[src/rtl/branch_pkg.sv]
// rtl/branch_pkg.sv - shared constants and types for the next-PC sequencer
package branch_pkg;

  localparam int BP_ADDR_W = 17;

  localparam logic [2:0] BR_SEQ  = 3'd0;
  localparam logic [2:0] BR_BEQ  = 3'd1;
  localparam logic [2:0] BR_BNE  = 3'd2;
  localparam logic [2:0] BR_BLT  = 3'd3;
  localparam logic [2:0] BR_JMP  = 3'd4;
  localparam logic [2:0] BR_JR   = 3'd5;
  localparam logic [2:0] BR_RETI = 3'd6;
  localparam logic [2:0] BR_TRAP = 3'd7;

  localparam logic [3:0] SEL_PC1   = 4'd0;
  localparam logic [3:0] SEL_TGT   = 4'd1;
  localparam logic [3:0] SEL_REG   = 4'd2;
  localparam logic [3:0] SEL_EPC   = 4'd3;
  localparam logic [3:0] SEL_IRQ   = 4'd4;
  localparam logic [3:0] SEL_TRAP  = 4'd5;
  localparam logic [3:0] SEL_FAULT = 4'd6;

  typedef enum logic [1:0] {
    ST_RUN     = 2'd0,
    ST_HANDLER = 2'd1,
    ST_FAULT   = 2'd2
  } state_e;

endpackage

[src/rtl/branch_cond_eval.sv]
// rtl/branch_cond_eval.sv - resolves whether a branch/jump opcode redirects to its target
module branch_cond_eval
  import branch_pkg::*;
(
  input  logic [2:0] i_branch_op,
  input  logic       i_zero,
  input  logic       i_negative,
  output logic       o_taken
);

  always_comb begin
    o_taken = 1'b0;
    case (i_branch_op)
      BR_BEQ:  o_taken = i_zero;
      BR_BNE:  o_taken = ~i_zero;
      BR_BLT:  o_taken = i_negative;
      BR_JMP:  o_taken = 1'b1;
      default: o_taken = 1'b0;
    endcase
  end

endmodule

[src/rtl/branch_select_ctrl.sv]
// rtl/branch_select_ctrl.sv - next-PC select sequencer with PC/EPC registers and IRQ/trap/fault FSM
module branch_select_ctrl
  import branch_pkg::*;
#(
  parameter int                ADDR_W   = BP_ADDR_W,
  parameter int                SEL_W    = 4,
  parameter logic [ADDR_W-1:0] RESET_PC = '0
) (
  input  logic              Clock,
  input  logic              Reset,
  input  logic              Stall,
  input  logic [2:0]        BranchOp,
  input  logic              Zero,
  input  logic              Negative,
  input  logic              IrqReq,
  input  logic [ADDR_W-1:0] NextPC,
  output logic [SEL_W-1:0]  Selection,
  output logic [ADDR_W-1:0] PC,
  output logic [ADDR_W-1:0] EPC,
  output logic              InHandler,
  output logic              Faulted,
  output logic              IrqAck
);

  logic [ADDR_W-1:0] r_pc;
  logic [ADDR_W-1:0] r_epc;
  state_e            r_state;
  logic              r_irq_pending;
  logic              r_in_handler;
  logic              r_faulted;

  logic              w_taken;
  logic [3:0]        w_sel;
  state_e            w_state_nxt;
  logic              w_take_irq;
  logic              w_epc_load;
  logic [ADDR_W-1:0] w_pc_inc;

  branch_cond_eval u_cond (
    .i_branch_op (BranchOp),
    .i_zero      (Zero),
    .i_negative  (Negative),
    .o_taken     (w_taken)
  );

  assign w_pc_inc = r_pc + ADDR_W'(1);

  always_comb begin
    w_sel       = SEL_PC1;
    w_state_nxt = r_state;
    w_take_irq  = 1'b0;
    w_epc_load  = 1'b0;

    // Normal decode first; state-specific events below override it.
    case (BranchOp)
      BR_BEQ, BR_BNE, BR_BLT, BR_JMP: w_sel = w_taken ? SEL_TGT : SEL_PC1;
      BR_JR:                          w_sel = SEL_REG;
      default:                        w_sel = SEL_PC1;
    endcase

    case (r_state)
      ST_RUN: begin
        if (BranchOp == BR_TRAP) begin
          w_sel       = SEL_TRAP;
          w_epc_load  = 1'b1;
          w_state_nxt = ST_HANDLER;
        end else if (BranchOp == BR_SEQ && (r_irq_pending || IrqReq)) begin
          w_sel       = SEL_IRQ;
          w_epc_load  = 1'b1;
          w_take_irq  = 1'b1;
          w_state_nxt = ST_HANDLER;
        end
      end
      ST_HANDLER: begin
        if (BranchOp == BR_TRAP) begin
          w_sel       = SEL_FAULT;
          w_state_nxt = ST_FAULT;
        end else if (BranchOp == BR_RETI) begin
          w_sel       = SEL_EPC;
          w_state_nxt = ST_RUN;
        end
      end
      ST_FAULT: begin
        if (BranchOp == BR_TRAP) begin
          w_sel = SEL_FAULT;
        end
      end
      default: begin
        w_state_nxt = ST_RUN;
      end
    endcase
  end

  always_ff @(posedge Clock) begin
    if (Reset) begin
      r_pc          <= RESET_PC;
      r_epc         <= '0;
      r_state       <= ST_RUN;
      r_irq_pending <= 1'b0;
      r_in_handler  <= 1'b0;
      r_faulted     <= 1'b0;
    end else begin
      if (!Stall) begin
        r_pc         <= NextPC;
        r_state      <= w_state_nxt;
        r_in_handler <= (w_state_nxt != ST_RUN);
        r_faulted    <= (w_state_nxt == ST_FAULT);
        if (w_epc_load) begin
          r_epc <= w_pc_inc;
        end
      end
      // Pending latches even while stalled so a single-cycle pulse survives.
      if (w_take_irq && !Stall) begin
        r_irq_pending <= 1'b0;
      end else begin
        r_irq_pending <= r_irq_pending | IrqReq;
      end
    end
  end

  assign Selection = SEL_W'(w_sel);
  assign PC        = r_pc;
  assign EPC       = r_epc;
  assign InHandler = r_in_handler;
  assign Faulted   = r_faulted;
  assign IrqAck    = w_take_irq & ~Stall;

endmodule

[config.mk]
export PLATFORM = sky130hd
export DESIGN_NAME = branch_select_ctrl
export DESIGN_NICKNAME = d
export VERILOG_FILES = /design/src/rtl/branch_pkg.sv /design/src/rtl/branch_cond_eval.sv /design/src/rtl/branch_select_ctrl.sv
export SDC_FILE = /design/constraint.sdc
export NUM_CORES = 1
export LEC_CHECK = 0
export BUFFER_PORTS_ARGS = -buffer_cell sky130_fd_sc_hd__buf_2
export CORE_ASPECT_RATIO = 1.25
export CORE_MARGIN = 2
export CORE_UTILIZATION = 53
export CTS_BUF_LIST = sky130_fd_sc_hd__clkbuf_16
export CTS_CLUSTER_DIAMETER = 60
export CTS_CLUSTER_SIZE = 28
export DETAILED_ROUTE_END_ITERATION = 8
export GPL_TIMING_DRIVEN = 1
export PLACE_DENSITY = 0.85
export SETUP_SLACK_MARGIN = 0.05
export SYNTH_ARGS = -nofsm -noshare
export SYNTH_HDL_FRONTEND = slang
export SYNTH_SLANG_ARGS = --single-unit
[constraint.sdc]
create_clock -name Clock -period 4.4 [get_ports Clock]
set_input_delay 0.44 -clock Clock [delete_from_list [all_inputs] [get_ports Clock]]
set_output_delay 0.44 -clock Clock [all_outputs]
set_load 0.005 [all_outputs]
==> flow_summary.rst <==
.. list-table::
   :header-rows: 1

   * - Metric
     - Value
   * - Post-layout minimum cycle time
     - 2.33 ns
   * - Final Hold Vio Count
     - 0
   * - First DRT Iteration DRCs
     - 83
   * - Source of the critical timing path
     - Stall
   * - Number of hold-repair buffers added at the cts stage
     - 0
   * - Area occupied by registers
     - 781 µm²
   * - Vias per inst
     - around 5.6
   * - Final global-route overflow total
     - 0
   * - Bufs on Longest Clock Path
     - 2
   * - Antenna violations before repair
     - 0
   * - Synthesized flop and latch total
     - 39
   * - Post-synthesis instance area
     - 1940 µm²
   * - Clock root buffer master
     - sky130_fd_sc_hd__clkbuf_16
   * - Mean area per synthesized cell
     - 9.15 µm²
   * - Setup violation total in the final timing report
     - 0
   * - Global-route wire length before repair
     - 7100 µm
   * - Die area
     - 4160 µm²
   * - Post-route core utilization
     - 67.1%
   * - Number of buffers inserted during clock tree synthesis
     - 5
   * - Port Buffers
     - 65
   * - Worst setup skew after layout
     - 0.00119 ns
   * - HPWL after detailed placement
     - 3050 µm
   * - Pwr per Cell Area
     - 356 nW/µm²
   * - Hold_sp
     - NextPC[1]
   * - Area taken by multi-input logic gates
     - 1040 µm²
   * - Final routed wirelength across all metal layers
     - 4230 µm
   * - Family with the most delay on the worst path
     - buffers and inverters
   * - Post-synth EDFFs
     - 0
   * - Share of post-route cells with drive strength above 1
     - between 30% and 40%
   * - Sequential cell area fraction in the yosys report
     - 40.2%
   * - Post-synth top flop
     - sky130_fd_sc_hd__dfxtp_1
   * - Worst path setup slack after routing
     - 2.07 ns
   * - Yosys warning total
     - 0
   * - Row count
     - 24
   * - Number of distinct standard cells referenced by the synthesized netlist
     - 42
   * - Share of the clock period used by the worst path
     - a little over half
   * - Worst slew pin tran
     - 0.722 ns
   * - Achievable Freq
     - 429 MHz
   * - Sort of element at the end of the critical path
     - primary output
   * - Tightest slew margin relative to the limit
     - a little over 50%
   * - Placed instance count
     - around 300
   * - Net Count, Synth
     - 239
   * - Number of resized instances in the post-cts repair step
     - 0
   * - Largest stage delay, worst path
     - 0.44 ns
   * - TritonCTS Sinks
     - 39
   * - Status
     - completed
   * - Most used cells in the layout excluding fill and tap cells
     - sky130_fd_sc_hd__buf_2 (65), sky130_fd_sc_hd__dfxtp_1 (39), sky130_fd_sc_hd__nor2_1 (27), sky130_fd_sc_hd__a21oi_1 (21), sky130_fd_sc_hd__mux2i_1 (18)
   * - Vias in the first global route
     - 1592
   * - IR drop worst, VDD
     - slightly below 0.3 mV
   * - Floorplan Core Area
     - approximately 3500 µm²
   * - Post-synthesis cell count
     - 212
   * - Number of pins with negative max-slew slack in the final report
     - 0
   * - Startpoint of the worst register-to-register path
     - r_state[0]$_SDFFE_PP0N_
   * - Die Wd
     - roughly 58 µm
   * - Sequence of cells on the critical path
     - buf_2 -> nor3_2 -> buf_4 -> nor3b_1 -> buf_2
   * - Largest fanout on the critical path
     - 21
   * - Class of the tightest hold or removal check
     - in2reg
   * - Cell with the largest stage delay on the worst path
     - sky130_fd_sc_hd__nor3_2
   * - Most frequent standard cell in the layout excluding fill and tap cells
     - sky130_fd_sc_hd__buf_2
   * - Starting density of the core
     - 55.2%
   * - Number of inserted diodes
     - 0
   * - Clock tree from TritonCTS
     - yes
   * - Remaining antenna violation count
     - 0
   * - Share of synthesized flip-flops with an asynchronous set or reset
     - 0%
   * - Worst Path Class, Setup
     - in2out
   * - Worst EP required
     - 3.96 ns
   * - Clock latency at the later pin of the worst-skew pair
     - about 0.28 ns
   * - Area growth from synthesis to layout
     - 21.4%
   * - Total negative slack for setup checks
     - 0 ns
   * - Worst path most repeated cell
     - sky130_fd_sc_hd__buf_2
   * - Final RePlAce weighted congestion
     - 0.789
   * - Fin nets
     - 296
   * - Data arrival time of the critical path
     - 1.89 ns
   * - Post-detailed-route wirelength per cell
     - between 10 and 15 µm
   * - Die span in y
     - 71.7 µm
   * - Non-filler cells in the finished layout
     - ~310
   * - Vias
     - 1718
   * - Post-CTS setup repair buffer count
     - 0
   * - Count of buffering cells on the critical path with inverters included
     - 3
   * - Static leakage
     - 0.00104 µW
   * - # fillers
     - 305
   * - Setup crit start kind
     - primary input
   * - Post-CTS clock slew at the launch and capture registers of the worst setup and hold paths
     - ~0.050 ns
   * - IO Count
     - 67
   * - Post-place setup slack
     - 1.86 ns
   * - DRC viols
     - 0
   * - Number of iterations in the first detailed-routing pass
     - 4
   * - Tightest hold margin
     - 0.393 ns
   * - Unrepaired setup endpoints after global routing
     - false
   * - Largest net degree at the start of global routing
     - 40
   * - Total track usage
     - between 20 and 25%
   * - Max-cap violations
     - 0
   * - Maximum level of the CTS H-tree
     - 2
-- synth_stat cells (2+ instances only) --
| cell | count | area (µm²) |
|---|---|---|
| sky130_fd_sc_hd__nand2_1 | 6 | 22.5 |
| sky130_fd_sc_hd__nor2b_1 | 4 | 25.0 |
| sky130_fd_sc_hd__xor2_1 | 3 | 26.3 |
| sky130_fd_sc_hd__and3_1 | 2 | 12.5 |
| sky130_fd_sc_hd__nand4_1 | 2 | 12.5 |
| sky130_fd_sc_hd__nand4_4 | 2 | 42.5 |
| sky130_fd_sc_hd__a21oi_1 | 21 | 105 |
| sky130_fd_sc_hd__o21ai_0 | 3 | 15.0 |
| sky130_fd_sc_hd__dfxtp_1 | 39 | 781 |
| sky130_fd_sc_hd__inv_1 | 5 | 18.8 |
| sky130_fd_sc_hd__nor4_1 | 3 | 18.8 |
| sky130_fd_sc_hd__buf_4 | 3 | 22.5 |
| sky130_fd_sc_hd__a211oi_1 | 13 | 97.6 |
| sky130_fd_sc_hd__xnor2_1 | 11 | 96.3 |
| sky130_fd_sc_hd__nor2_1 | 27 | 101 |
| sky130_fd_sc_hd__nor3_1 | 7 | 35.0 |
| sky130_fd_sc_hd__mux2i_1 | 18 | 180 |
| sky130_fd_sc_hd__clkbuf_1 | 6 | 22.5 |
| sky130_fd_sc_hd__nand3_1 | 10 | 50.1 |
| sky130_fd_sc_hd__a211oi_2 | 4 | 50.1 |
| sky130_fd_sc_hd__buf_6 | 2 | 22.5 |
-- cell families after synthesis --
kind of cell	Yosys count	share of synthesized area [%]
compound gates	50	17.5
xor+xnor	14	6.32
fa+ha+maj	1	0.645
buf+inv	21	6.58
flops	39	40.2
mux	18	9.28
other cells	1	0.193
simple gates	68	19.2
-- area by class of cell --
| type | instances | share of cell area, % |
|---|---|---|
| clock buffer | 5 | 5.31 |
| clock inverter | 3 | 0.531 |
| inverter | 5 | 0.797 |
| multi-input combinational | 152 | 44.0 |
| sequential | 39 | 33.1 |
| tap | 39 | 2.07 |
| timing repair buffer | 66 | 14.1 |
-- worst reg2reg max path: stages, from the launching register on --
cell and delay (ns):
sky130_fd_sc_hd__dfxtp_1 0.40, sky130_fd_sc_hd__nor3_2 0.39, sky130_fd_sc_hd__buf_4 0.27, sky130_fd_sc_hd__and2_1 0.54, sky130_fd_sc_hd__a211oi_1 0.17
-- flip-flops by register name (all words and copies together), names as in the netlist --
signal,flops
EPC,17
PC,17
r_state,2
r_irq_pending,1
Faulted,1
InHandler,1
-- power breakdown --
group / switching (µW) / internal, µW / total [µW]
Combinational: 56.5 / 52.6 / 109
Clock: 129 / 204 / 333
Sequential: 23.1 / 373 / 397
Total: 208 / 630 / 838
-- stage by stage --
stage	total power, µW	area (µm²)
4_1_cts	845	2360
3_3_place_gp	510	2220
3_5_place_dp	513	2220
5_1_grt	874	2360
2_1_floorplan	473	1940
6_report	838	2360
-- worst paths after layout --
check	to	slack, ns	cells after the start
worst max-delay path	IrqAck	2.07	5
worst min-delay path	PC[1]$_SDFFE_PP0N_	0.39	3
worst max register to register	EPC[3]$_SDFFE_PP0P_	2.48	4
worst min register to register	Faulted$_SDFFE_PP0N_	0.48	2
-- routing by layer --
layer	vias to the layer above	track usage [%]	wire length, µm
li1	868	-	-
met1	783	25.7	1740
met2	58	38.3	2140
met3	9	4.87	250
met4	0	10.6	95
met5	-	0	0
Power figures use the tool's default switching activity.
